<file path="src/rtl/pipeline_pkg.sv">
// Shared pipeline definitions for the MIPS front-end control blocks.
//   REG_ADDR_W       : register address width
//   DRAIN_CYCLES_DEF : default number of bubble cycles after HALT (ID->WB depth)
//   risk_state_t     : hazard controller FSM encoding
//   reg_match()      : "destination feeds a source of the ID instruction" test,
//                      with register 0 never matching
package pipeline_pkg;

  localparam int REG_ADDR_W       = 5;
  localparam int DRAIN_CYCLES_DEF = 4;

  typedef enum logic [1:0] {
    ST_RUN    = 2'b00,
    ST_DRAIN  = 2'b01,
    ST_HALTED = 2'b10
  } risk_state_t;

  function automatic logic reg_match(input logic [REG_ADDR_W-1:0] dst,
                                     input logic [REG_ADDR_W-1:0] rs,
                                     input logic [REG_ADDR_W-1:0] rt,
                                     input logic                  uses_rt);
    return (dst != '0) && ((dst == rs) || (uses_rt && (dst == rt)));
  endfunction

endpackage

</file>
<file path="src/rtl/unit_risk_ctrl_if.sv">
// Interface between the pipeline datapath and the hazard controller.
// The master modport is the datapath side (drives hazard inputs, receives
// control); the slave modport is the controller side.
//   i_*        : ID/EX/MEM instruction information used for hazard detection
//   o_*        : PC / IF/ID control, bubble request, halt status, stall count
//   o_dbg_state: current controller FSM state, for debug and checkers
interface unit_risk_ctrl_if
  import pipeline_pkg::*;
#(
  parameter int CNT_W = 32
);
  logic [REG_ADDR_W-1:0] i_if_id_rs;
  logic [REG_ADDR_W-1:0] i_if_id_rt;
  logic                  i_uses_rt;
  logic                  i_id_branch;
  logic                  i_id_ex_mem_read;
  logic                  i_id_ex_reg_write;
  logic [REG_ADDR_W-1:0] i_id_ex_dst;
  logic                  i_ex_mem_mem_read;
  logic [REG_ADDR_W-1:0] i_ex_mem_dst;
  logic                  i_take;
  logic                  i_halt;

  logic                  o_risk;
  logic                  o_pc_write;
  logic                  o_if_id_write;
  logic                  o_if_id_flush;
  logic                  o_halted;
  logic [CNT_W-1:0]      o_stall_count;
  risk_state_t           o_dbg_state;

  modport master (
    output i_if_id_rs, i_if_id_rt, i_uses_rt, i_id_branch,
           i_id_ex_mem_read, i_id_ex_reg_write, i_id_ex_dst,
           i_ex_mem_mem_read, i_ex_mem_dst, i_take, i_halt,
    input  o_risk, o_pc_write, o_if_id_write, o_if_id_flush, o_halted,
           o_stall_count, o_dbg_state
  );

  modport slave (
    input  i_if_id_rs, i_if_id_rt, i_uses_rt, i_id_branch,
           i_id_ex_mem_read, i_id_ex_reg_write, i_id_ex_dst,
           i_ex_mem_mem_read, i_ex_mem_dst, i_take, i_halt,
    output o_risk, o_pc_write, o_if_id_write, o_if_id_flush, o_halted,
           o_stall_count, o_dbg_state
  );

endinterface

</file>
<file path="src/rtl/unit_risk_ctrl_risk_detect.sv">
// Combinational hazard comparison for the instruction in ID.
//   lu   : load in EX feeds a source of the ID instruction (load-use)
//   br1  : ID branch/jr needs a register still being produced in EX
//   br2  : ID branch/jr needs a register being loaded in MEM
//   stall: any of the above
// Kept free of state so the forwarding unit can reuse it.
module risk_detect
  import pipeline_pkg::*;
(
  input  logic [REG_ADDR_W-1:0] rs,
  input  logic [REG_ADDR_W-1:0] rt,
  input  logic                  uses_rt,
  input  logic                  id_branch,
  input  logic                  id_ex_mem_read,
  input  logic                  id_ex_reg_write,
  input  logic [REG_ADDR_W-1:0] id_ex_dst,
  input  logic                  ex_mem_mem_read,
  input  logic [REG_ADDR_W-1:0] ex_mem_dst,
  output logic                  lu,
  output logic                  br1,
  output logic                  br2,
  output logic                  stall
);

  logic ex_match;
  logic mem_match;

  assign ex_match  = reg_match(id_ex_dst, rs, rt, uses_rt);
  assign mem_match = reg_match(ex_mem_dst, rs, rt, uses_rt);

  assign lu    = id_ex_mem_read & ex_match;
  assign br1   = id_branch & id_ex_reg_write & ex_match;
  assign br2   = id_branch & ex_mem_mem_read & mem_match;
  assign stall = lu | br1 | br2;

endmodule

</file>
<file path="src/rtl/unit_risk_ctrl.sv">
// Hazard detection and front-end sequencing controller.
// Detects load-use / branch-operand hazards on the ID instruction, gates the
// PC and IF/ID writes, squashes the delay slot on taken transfers and drains
// the pipeline after HALT before reporting halted.
//   i_clk, i_reset : clock, synchronous active-high reset
//   i_enable       : debug run/step enable; low freezes the controller
//   bus (slave)    : hazard inputs and front-end control outputs
// Optional build macro RISK_STALL_COUNT_EN: when defined, o_stall_count is a
// saturating count of stall cycles; otherwise it is tied to zero.
module unit_risk_ctrl
  import pipeline_pkg::*;
#(
  parameter int DRAIN_CYCLES = DRAIN_CYCLES_DEF,
  parameter int CNT_W        = 32
)(
  input  logic           i_clk,
  input  logic           i_reset,
  input  logic           i_enable,
  unit_risk_ctrl_if.slave bus
);

  localparam int DW = (DRAIN_CYCLES > 2) ? $clog2(DRAIN_CYCLES) : 1;
  localparam logic [DW-1:0] DRAIN_LOAD = DW'(DRAIN_CYCLES - 1);

  risk_state_t   state, state_next;
  logic [DW-1:0] drain_cnt, drain_next;

  logic hz_lu, hz_br1, hz_br2, hz_stall;

  risk_detect u_detect (
    .rs              (bus.i_if_id_rs),
    .rt              (bus.i_if_id_rt),
    .uses_rt         (bus.i_uses_rt),
    .id_branch       (bus.i_id_branch),
    .id_ex_mem_read  (bus.i_id_ex_mem_read),
    .id_ex_reg_write (bus.i_id_ex_reg_write),
    .id_ex_dst       (bus.i_id_ex_dst),
    .ex_mem_mem_read (bus.i_ex_mem_mem_read),
    .ex_mem_dst      (bus.i_ex_mem_dst),
    .lu              (hz_lu),
    .br1             (hz_br1),
    .br2             (hz_br2),
    .stall           (hz_stall)
  );

  always_ff @(posedge i_clk) begin
    if (i_reset) begin
      state     <= ST_RUN;
      drain_cnt <= '0;
    end else if (i_enable) begin
      state     <= state_next;
      drain_cnt <= drain_next;
    end
  end

  // Outputs are combinational so that reset and enable take effect in the
  // same cycle they are asserted.
  always_comb begin
    state_next        = state;
    drain_next        = drain_cnt;
    bus.o_risk        = 1'b0;
    bus.o_pc_write    = 1'b1;
    bus.o_if_id_write = 1'b1;
    bus.o_if_id_flush = 1'b0;
    bus.o_halted      = 1'b0;
    if (i_reset) begin
      state_next = ST_RUN;
    end else if (!i_enable) begin
      bus.o_pc_write    = 1'b0;
      bus.o_if_id_write = 1'b0;
      bus.o_halted      = (state == ST_HALTED);
    end else begin
      unique case (state)
        ST_RUN: begin
          if (hz_stall) begin
            // HALT/take in ID wait until the operands are available.
            bus.o_risk        = 1'b1;
            bus.o_pc_write    = 1'b0;
            bus.o_if_id_write = 1'b0;
          end else if (bus.i_halt) begin
            // HALT itself moves on; nothing behind it is fetched.
            bus.o_pc_write    = 1'b0;
            bus.o_if_id_write = 1'b0;
            state_next        = ST_DRAIN;
            drain_next        = DRAIN_LOAD;
          end else if (bus.i_take) begin
            bus.o_if_id_flush = 1'b1;
          end
        end
        ST_DRAIN: begin
          bus.o_risk        = 1'b1;
          bus.o_pc_write    = 1'b0;
          bus.o_if_id_write = 1'b0;
          bus.o_if_id_flush = 1'b1;
          if (drain_cnt == '0) state_next = ST_HALTED;
          else                 drain_next = drain_cnt - 1'b1;
        end
        ST_HALTED: begin
          bus.o_risk        = 1'b1;
          bus.o_pc_write    = 1'b0;
          bus.o_if_id_write = 1'b0;
          bus.o_halted      = 1'b1;
        end
        default: state_next = ST_RUN;
      endcase
    end
  end

  assign bus.o_dbg_state = state;

`ifdef RISK_STALL_COUNT_EN
  logic [CNT_W-1:0] stall_cnt;
  logic             stall_inc;

  assign stall_inc = i_enable && (state == ST_RUN) && hz_stall;

  always_ff @(posedge i_clk) begin
    if (i_reset)                            stall_cnt <= '0;
    else if (stall_inc && (stall_cnt != '1)) stall_cnt <= stall_cnt + 1'b1;
  end

  assign bus.o_stall_count = stall_cnt;
`else
  assign bus.o_stall_count = '0;
`endif

endmodule

</file>
<file path="src/flat_wrapper.sv">
// flat-port wrapper written by rule: the top's interface ports become plain ports
module unit_risk_ctrl_flat import pipeline_pkg::*;
#(
  parameter int DRAIN_CYCLES = DRAIN_CYCLES_DEF,
  parameter int CNT_W        = 32
)
  (i_clk, i_reset, i_enable, bus_i_if_id_rs, bus_i_if_id_rt, bus_i_uses_rt, bus_i_id_branch, bus_i_id_ex_mem_read, bus_i_id_ex_reg_write, bus_i_id_ex_dst, bus_i_ex_mem_mem_read, bus_i_ex_mem_dst, bus_i_take, bus_i_halt, bus_o_risk, bus_o_pc_write, bus_o_if_id_write, bus_o_if_id_flush, bus_o_halted, bus_o_stall_count, bus_o_dbg_state);
  unit_risk_ctrl_if #(.CNT_W(CNT_W)) bus_i ();
  input  logic i_clk;
  input  logic i_reset;
  input  logic i_enable;
  input wire logic [$bits(bus_i.i_if_id_rs)-1:0] bus_i_if_id_rs;
  input wire logic [$bits(bus_i.i_if_id_rt)-1:0] bus_i_if_id_rt;
  input wire logic [$bits(bus_i.i_uses_rt)-1:0] bus_i_uses_rt;
  input wire logic [$bits(bus_i.i_id_branch)-1:0] bus_i_id_branch;
  input wire logic [$bits(bus_i.i_id_ex_mem_read)-1:0] bus_i_id_ex_mem_read;
  input wire logic [$bits(bus_i.i_id_ex_reg_write)-1:0] bus_i_id_ex_reg_write;
  input wire logic [$bits(bus_i.i_id_ex_dst)-1:0] bus_i_id_ex_dst;
  input wire logic [$bits(bus_i.i_ex_mem_mem_read)-1:0] bus_i_ex_mem_mem_read;
  input wire logic [$bits(bus_i.i_ex_mem_dst)-1:0] bus_i_ex_mem_dst;
  input wire logic [$bits(bus_i.i_take)-1:0] bus_i_take;
  input wire logic [$bits(bus_i.i_halt)-1:0] bus_i_halt;
  output wire logic [$bits(bus_i.o_risk)-1:0] bus_o_risk;
  output wire logic [$bits(bus_i.o_pc_write)-1:0] bus_o_pc_write;
  output wire logic [$bits(bus_i.o_if_id_write)-1:0] bus_o_if_id_write;
  output wire logic [$bits(bus_i.o_if_id_flush)-1:0] bus_o_if_id_flush;
  output wire logic [$bits(bus_i.o_halted)-1:0] bus_o_halted;
  output wire logic [$bits(bus_i.o_stall_count)-1:0] bus_o_stall_count;
  output wire logic [$bits(bus_i.o_dbg_state)-1:0] bus_o_dbg_state;
  assign bus_i.i_if_id_rs = bus_i_if_id_rs;
  assign bus_i.i_if_id_rt = bus_i_if_id_rt;
  assign bus_i.i_uses_rt = bus_i_uses_rt;
  assign bus_i.i_id_branch = bus_i_id_branch;
  assign bus_i.i_id_ex_mem_read = bus_i_id_ex_mem_read;
  assign bus_i.i_id_ex_reg_write = bus_i_id_ex_reg_write;
  assign bus_i.i_id_ex_dst = bus_i_id_ex_dst;
  assign bus_i.i_ex_mem_mem_read = bus_i_ex_mem_mem_read;
  assign bus_i.i_ex_mem_dst = bus_i_ex_mem_dst;
  assign bus_i.i_take = bus_i_take;
  assign bus_i.i_halt = bus_i_halt;
  assign bus_o_risk = bus_i.o_risk;
  assign bus_o_pc_write = bus_i.o_pc_write;
  assign bus_o_if_id_write = bus_i.o_if_id_write;
  assign bus_o_if_id_flush = bus_i.o_if_id_flush;
  assign bus_o_halted = bus_i.o_halted;
  assign bus_o_stall_count = bus_i.o_stall_count;
  assign bus_o_dbg_state = bus_i.o_dbg_state;
  unit_risk_ctrl #(.DRAIN_CYCLES(DRAIN_CYCLES), .CNT_W(CNT_W)) u_core (.i_clk(i_clk), .i_reset(i_reset), .i_enable(i_enable), .bus(bus_i));
endmodule
</file>
<file path="config.mk">
export PLATFORM = sky130hd
export DESIGN_NAME = unit_risk_ctrl_flat
export DESIGN_NICKNAME = d
export VERILOG_FILES = /design/src/rtl/pipeline_pkg.sv /design/src/rtl/unit_risk_ctrl_if.sv /design/src/rtl/unit_risk_ctrl_risk_detect.sv /design/src/rtl/unit_risk_ctrl.sv /design/src/flat_wrapper.sv
export SDC_FILE = /design/constraint.sdc
export NUM_CORES = 1
export LEC_CHECK = 0
export ABC_AREA = 1
export CORE_ASPECT_RATIO = 2
export CORE_MARGIN = 1.5
export CORE_UTILIZATION = 39
export DETAILED_ROUTE_END_ITERATION = 8
export GPL_TIMING_DRIVEN = 0
export PLACE_DENSITY_LB_ADDON = 0.25
export SKIP_CTS_REPAIR_TIMING = 1
export SYNTH_ARGS = -nofsm -noshare
export SYNTH_HDL_FRONTEND = slang
export SYNTH_SLANG_ARGS = --single-unit
</file>
<file path="constraint.sdc">
create_clock -name i_clk -period 4.3 [get_ports i_clk]
set_input_delay 0.86 -clock i_clk [delete_from_list [all_inputs] [get_ports i_clk]]
set_output_delay 0.86 -clock i_clk [all_outputs]
set_load 0.05 [all_outputs]
</file>
## Yosys cells after proc, flatten, opt, wreduce, memory -nomap -nowiden

Index checks and enable logic that the tools add are counted.

- Output and inout bits: 39
- Input port bits: 30
- Logic and storage cells: 61
- Bits in registers: 4

- Reduce and logical (&&, ||, !) cells: 14
- Multiplexer cells: 26
- Add/sub/neg operators: 1
- Equal/unequal tests: 10
- Bitwise logic cells: 8

Operators by type and width:

| kind | number |
|---|---|
| 5-bit == test | 4 |
| 1-bit 2-to-1 mux | 15 |
| 2-bit 2-to-1 mux | 6 |
| 5-bit AND reduction | 2 |
| 5-bit nonzero test | 2 |
| 2-bit inequality test (second input constant) | 3 |
| 1-bit case mux with 2 select lines | 3 |
| 2-bit case mux with 3 select lines | 1 |
| 1-bit bitwise AND | 5 |
| 1-bit logical AND | 4 |
| 2-bit logical NOT | 2 |
| 2-bit case mux with 2 select lines | 1 |
| 2-bit by 1-bit == test with 1-bit output (second input constant) | 1 |
| 2-bit == test (second input constant) | 1 |
| 1-bit logical OR | 2 |
| 2-bit by 1-bit inequality test with 1-bit output (second input constant) | 1 |
| 1-bit bitwise OR | 2 |
| 2-bit nonzero test | 1 |
| 2-bit OR reduction | 1 |
| 2-bit by 1-bit subtractor with 2-bit output (second input constant) | 1 |
| 1-bit inverter | 1 |

## Logic depth before layout (Yosys ltp)

- Depth in word-level cells: 11
- Gate-level depth with buffers: 12
- Gate-level depth less buffers: 12

## Modules after synthesis

From an unflattened synthesis, not the netlist that was laid out.

- Cells, all modules: 180
- Area total of the unflattened synthesis: 1001.0 um^2

Modules (own cells, without submodules):

| module | instances | area each (um^2) | cells an instance | sequential area each (um^2) |
|---|---|---|---|---|
| unit_risk_ctrl | 1 | 609.3 | 90 | 80.1 |
| risk_detect | 1 | 391.6 | 90 | 0.0 |

## Worst setup path after synthesis

No wires, ideal clock.

- Kind: input-to-output
- Start point: input bus_i_id_ex_dst[2]
- End point: output bus_o_risk
- Data required time: 3440 ps
- Arrival time: 2462 ps
- Stages on the path: 9
- Buffers on the path: 0
- Path slack: 978 ps
- Cell sequence: inv_1 > nor2_1 > nor2_1 > nand3_1 > nand2_1 > nand2_2 > nand2_4 > a21oi_1 > nor3_1

- Longest elaborated chain between the ends: 11
- Elaborated cells between the ends (all ways): 14
- Classes of those cells: eq/ne: 2; mux: 4; bitwise: 4; reduce/logical: 4

RTL lines:

| element | RTL line | RTL |
|---|---|---|
| from (decl) | flat_wrapper.sv:18 | `input wire logic [$bits(bus_i.i_id_ex_dst)-1:0] bus_i_id_ex_dst;` |
| 5-bit == test | pipeline_pkg.sv:22 | `return (dst != '0) && ((dst == rs) \|\| (uses_rt && (dst == rt)));` |
| 1-bit logical AND | pipeline_pkg.sv:22 |  |
| 1-bit logical OR | pipeline_pkg.sv:22 |  |
| 1-bit logical AND (*) | pipeline_pkg.sv:22 |  |
| 1-bit bitwise AND, on equally long branches | unit_risk_ctrl_risk_detect.sv:31, unit_risk_ctrl_risk_detect.sv:32 |  |
| 1-bit bitwise OR (*) (2 in a row) | unit_risk_ctrl_risk_detect.sv:34 | `assign stall = lu \| br1 \| br2;` |
| 1-bit 2-to-1 mux (*) | unit_risk_ctrl.sv:75 | `if (hz_stall) begin` |
| 1-bit case mux with 2 select lines (*) | unit_risk_ctrl.sv:73 | `unique case (state)` |
| 1-bit 2-to-1 mux (*) | unit_risk_ctrl.sv:68 | `end else if (!i_enable) begin` |
| 1-bit 2-to-1 mux (*) | unit_risk_ctrl.sv:66 | `if (i_reset) begin` |
| to (decl) | flat_wrapper.sv:23 | `output wire logic [$bits(bus_i.o_risk)-1:0] bus_o_risk;` |

Every way passes the cells marked *; elsewhere a longest branch is shown, timed or not.

## Final worst setup path

- Start point: input bus_i_ex_mem_dst[2]
- End point: output bus_o_pc_write

- Longest elaborated chain between the ends: 10
- Elaborated cells between the ends (all ways): 12
- Classes of those cells: eq/ne: 2; mux: 4; bitwise: 2; reduce/logical: 4

RTL lines:

| element | RTL line | RTL |
|---|---|---|
| from (decl) | flat_wrapper.sv:20 | `input wire logic [$bits(bus_i.i_ex_mem_dst)-1:0] bus_i_ex_mem_dst;` |
| 5-bit == test | pipeline_pkg.sv:22 |  |
| 1-bit logical AND | pipeline_pkg.sv:22 |  |
| 1-bit logical OR | pipeline_pkg.sv:22 |  |
| 1-bit logical AND (*) | pipeline_pkg.sv:22 |  |
| 1-bit bitwise AND (*) | unit_risk_ctrl_risk_detect.sv:33 | `assign br2 = id_branch & ex_mem_mem_read & mem_match;` |
| 1-bit bitwise OR (*) | unit_risk_ctrl_risk_detect.sv:34 |  |
| 1-bit 2-to-1 mux (*) | unit_risk_ctrl.sv:75 |  |
| 1-bit case mux with 2 select lines (*) | unit_risk_ctrl.sv:73 |  |
| 1-bit 2-to-1 mux (*) | unit_risk_ctrl.sv:68 |  |
| 1-bit 2-to-1 mux (*) | unit_risk_ctrl.sv:66 |  |
| to (decl) | flat_wrapper.sv:24 | `output wire logic [$bits(bus_i.o_pc_write)-1:0] bus_o_pc_write;` |

Marked as above.

==> results.md <==
- Status: complete, no violations
- Peak VDD IR: 0.3605 mV
- Clk_lat worst skew: 0.21 ns
- Initial antenna violation count: 0
- Worst R2R Setup Slack: 2.67 ns
- Max cap viols: 0
- Synthesized cell area: 1033 sq um
- H-tree levels: 1
- Post-Syn Instances: 193
- Nature of the critical path endpoint: output port
- DP Worst Slack: 0.2034 ns
- Final hold vios: 0
- Clock Skew: 0.005788 ns
- Commonest non-fill, non-tap cells in the layout: nand2_1 (64), clkdlybuf4s50_1 (36), buf_4 (33), conb_1 (32), inv_1 (30)
- Final Max Tran Viols: 0
- Fraction of final layout cells sized beyond drive strength 1: 17.87%
- Slowest-stage cell, CP: clkdlybuf4s50_1
- Number of fill cells: 271
- Nets@finish: 300
- Crit Path Max Fanout: 8
- Die Span X: 39.40 um
- Hold WS: 0.4969 ns
- DR DRC count: 0
- Unrepaired setup endpoints after global routing: no
- Final wirelength: 2555 um
- CP Launch Point: bus_i_ex_mem_dst[2]
- Synth-to-Final Area Change: 53.51%
- CTS Sinks: 4
- Sequential share of the synthesized area: 7.748%
- Initial Utilization: 40.73%
- Crit path kind: in2out
- Critical path launch point type: primary input
- Post-synthesis register bit count: 4
- Global route overflow: 0
- Total track usage: 17.36%
- Row cnt: 26
- CP cell instances: clkdlybuf4s50_1 > nor3_1 > nand3_1 > nand3_1 > inv_1 > nand2_2 > nand2_4 > nand2_4 > o211ai_1 > nand2_1 > buf_4 > clkdlybuf4s50_1
- Final core utilization: 62.52%
- Period utilization: 94.72%
- Crit path buf inv count: 4
- Synthesized area per cell: 5.355 sq um
- WP data arrival: 3.21 ns
- PwrDens: 239.5 nW/um^2
- CTS max path bufs: 2
- Final worst setup slack: 0.2271 ns
- Average wire per standard cell: 8.780 um
- Post-DP HPWL: 2280 um
- Number of global-route vias before repair: 1021
- I/O pins: 69
- Crit-path max cell delay: 0.79 ns
- CP delay by family, top: buffers and inverters
- Initial DRC count: 18
- WP data required: 3.44 ns
- First-pass GRT wire length: 3753 um
- Number of port buffers: 36
- Antenna viol nets, final: 0
- Setup TNS: 0 ns
- Worst r2r src: u_core.bus.o_dbg_state[0]$_SDFFE_PP0P_
- Synth unique cells: 21
- First-pass DRT Iterations: 4
- Leakage Power: 0.9686 nW
- CTS tree: built
- FF+latch area: 80.08 sq um
- Clock slew at reported path FFs: 0.03 ns
- Peak Freq: 245.5 MHz
- Die Span Y: 75.80 um
- Routability cong.: 0.7496
- Routed vias/inst: 4.048
- Slew Limit Headroom: 66.44%
- Transition time of the tightest slew-check pin: 0.5018 ns
- Diode count: 0
- Total power: 379.9 uW
- Worst min-delay path category: reg2reg
- Total number of vias: 1178
- CTS Buf Count: 3
- CORE AREA: 2537 sq um
- Final setup vio count: 0
- Commonest non-fill, non-tap cell in the layout: nand2_1
- Total die area: 2987 sq um
- Hold path start: u_core.drain_cnt[1]$_SDFFE_PP0P_
- Largest net degree at the start of global routing: 9
- Final Critical Period: 4.073 ns
- Clock tree root driver cell: clkbuf_8
- Syn. warnings: 0
- Area of the multi-input gates: 690.7 sq um
-- path summary, 6_finish.rpt --
| check | end | cells after the start |
|---|---|---|
| max | bus_o_pc_write | 12 |
| min | u_core.drain_cnt[1]$_SDFFE_PP0P_ | 2 |
| max reg2reg | u_core.drain_cnt[1]$_SDFFE_PP0P_ | 9 |
| min reg2reg | u_core.drain_cnt[1]$_SDFFE_PP0P_ | 2 |
-- registers in the layout (all words and copies together), names as in the netlist --
| register | cells |
|---|---|
| u_core.bus.o_dbg_state | 2 |
| u_core.drain_cnt | 2 |
-- kinds of logic (layout without fill, tap and decap cells) --
group                      after synthesis  in the layout  synth area share, %
DFF                                      4              4                7.748
adders and majority gates                5              5                6.053
AOI/OAI and AO/OA                       10             10                5.811
other                                    1             32               0.3628
and+or+nand+nor                        103            103                41.65
buffers and inverters                   68            107                36.68
xor gates and xnor gates                 2              2                1.695
-- final cells by class --
| cell class | count | area share (%) |
|---|---|---|
| sequential | 4 | 5.047 |
| clock buffer | 3 | 2.603 |
| timing repair buffer | 36 | 22.71 |
| inverter | 35 | 8.281 |
| tap | 28 | 2.208 |
| multi-input combinational | 152 | 43.53 |
| buffer | 33 | 15.62 |
-- synthesized netlist by cell type --
master | number | area share, %
a21boi_2 | 1 | 1.1
a21oi_1 | 6 | 2.9
buf_4 | 33 | 24
conb_1 | 1 | 0.36
dfxtp_1 | 4 | 7.7
ha_1 | 5 | 6.1
inv_1 | 30 | 11
inv_2 | 5 | 1.8
nand2_1 | 64 | 23
nand2_2 | 2 | 1.2
nand2_4 | 2 | 2.2
nand3_1 | 11 | 5.3
nand4_1 | 1 | 0.61
nor2_1 | 19 | 6.9
nor2_2 | 1 | 0.61
nor3_1 | 2 | 0.97
o211ai_1 | 1 | 0.73
o21ai_0 | 1 | 0.48
o22ai_1 | 1 | 0.61
or2_1 | 1 | 0.61
xnor2_1 | 2 | 1.7
-- power by group --
| group | switching, mW | leakage, nW | total, mW | internal, mW |
|---|---|---|---|---|
| sequential | 0.00618 | 0.0330 | 0.0500 | 0.0438 |
| clock | 0.0179 | 0.0216 | 0.0775 | 0.0595 |
| combinational | 0.161 | 0.914 | 0.252 | 0.0916 |
-- stage by stage --
step | instances | area, sq um
floorplan | 224 | 1150
global placement | 288 | 1545
detailed placement | 288 | 1545
CTS | 291 | 1587
global route | 291 | 1587
finish | 291 | 1587
-- worst min-delay path: stages, from the launching register on --
cell and delay, ns:
dfxtp_1 0.32, a21oi_1 0.04, nor2_1 0.09
-- per-layer routing --
metal  global-route usage, %  up-vias  part of all wire [%]
met2                   41.71       34                    62
met3                   3.207        0                   5.0
met5                       0        -                     0
li1                        -      652                     -
met1                   11.74      492                    33
met4                       0        0                     0
Note: power is estimated with default switching activity, not from simulation.
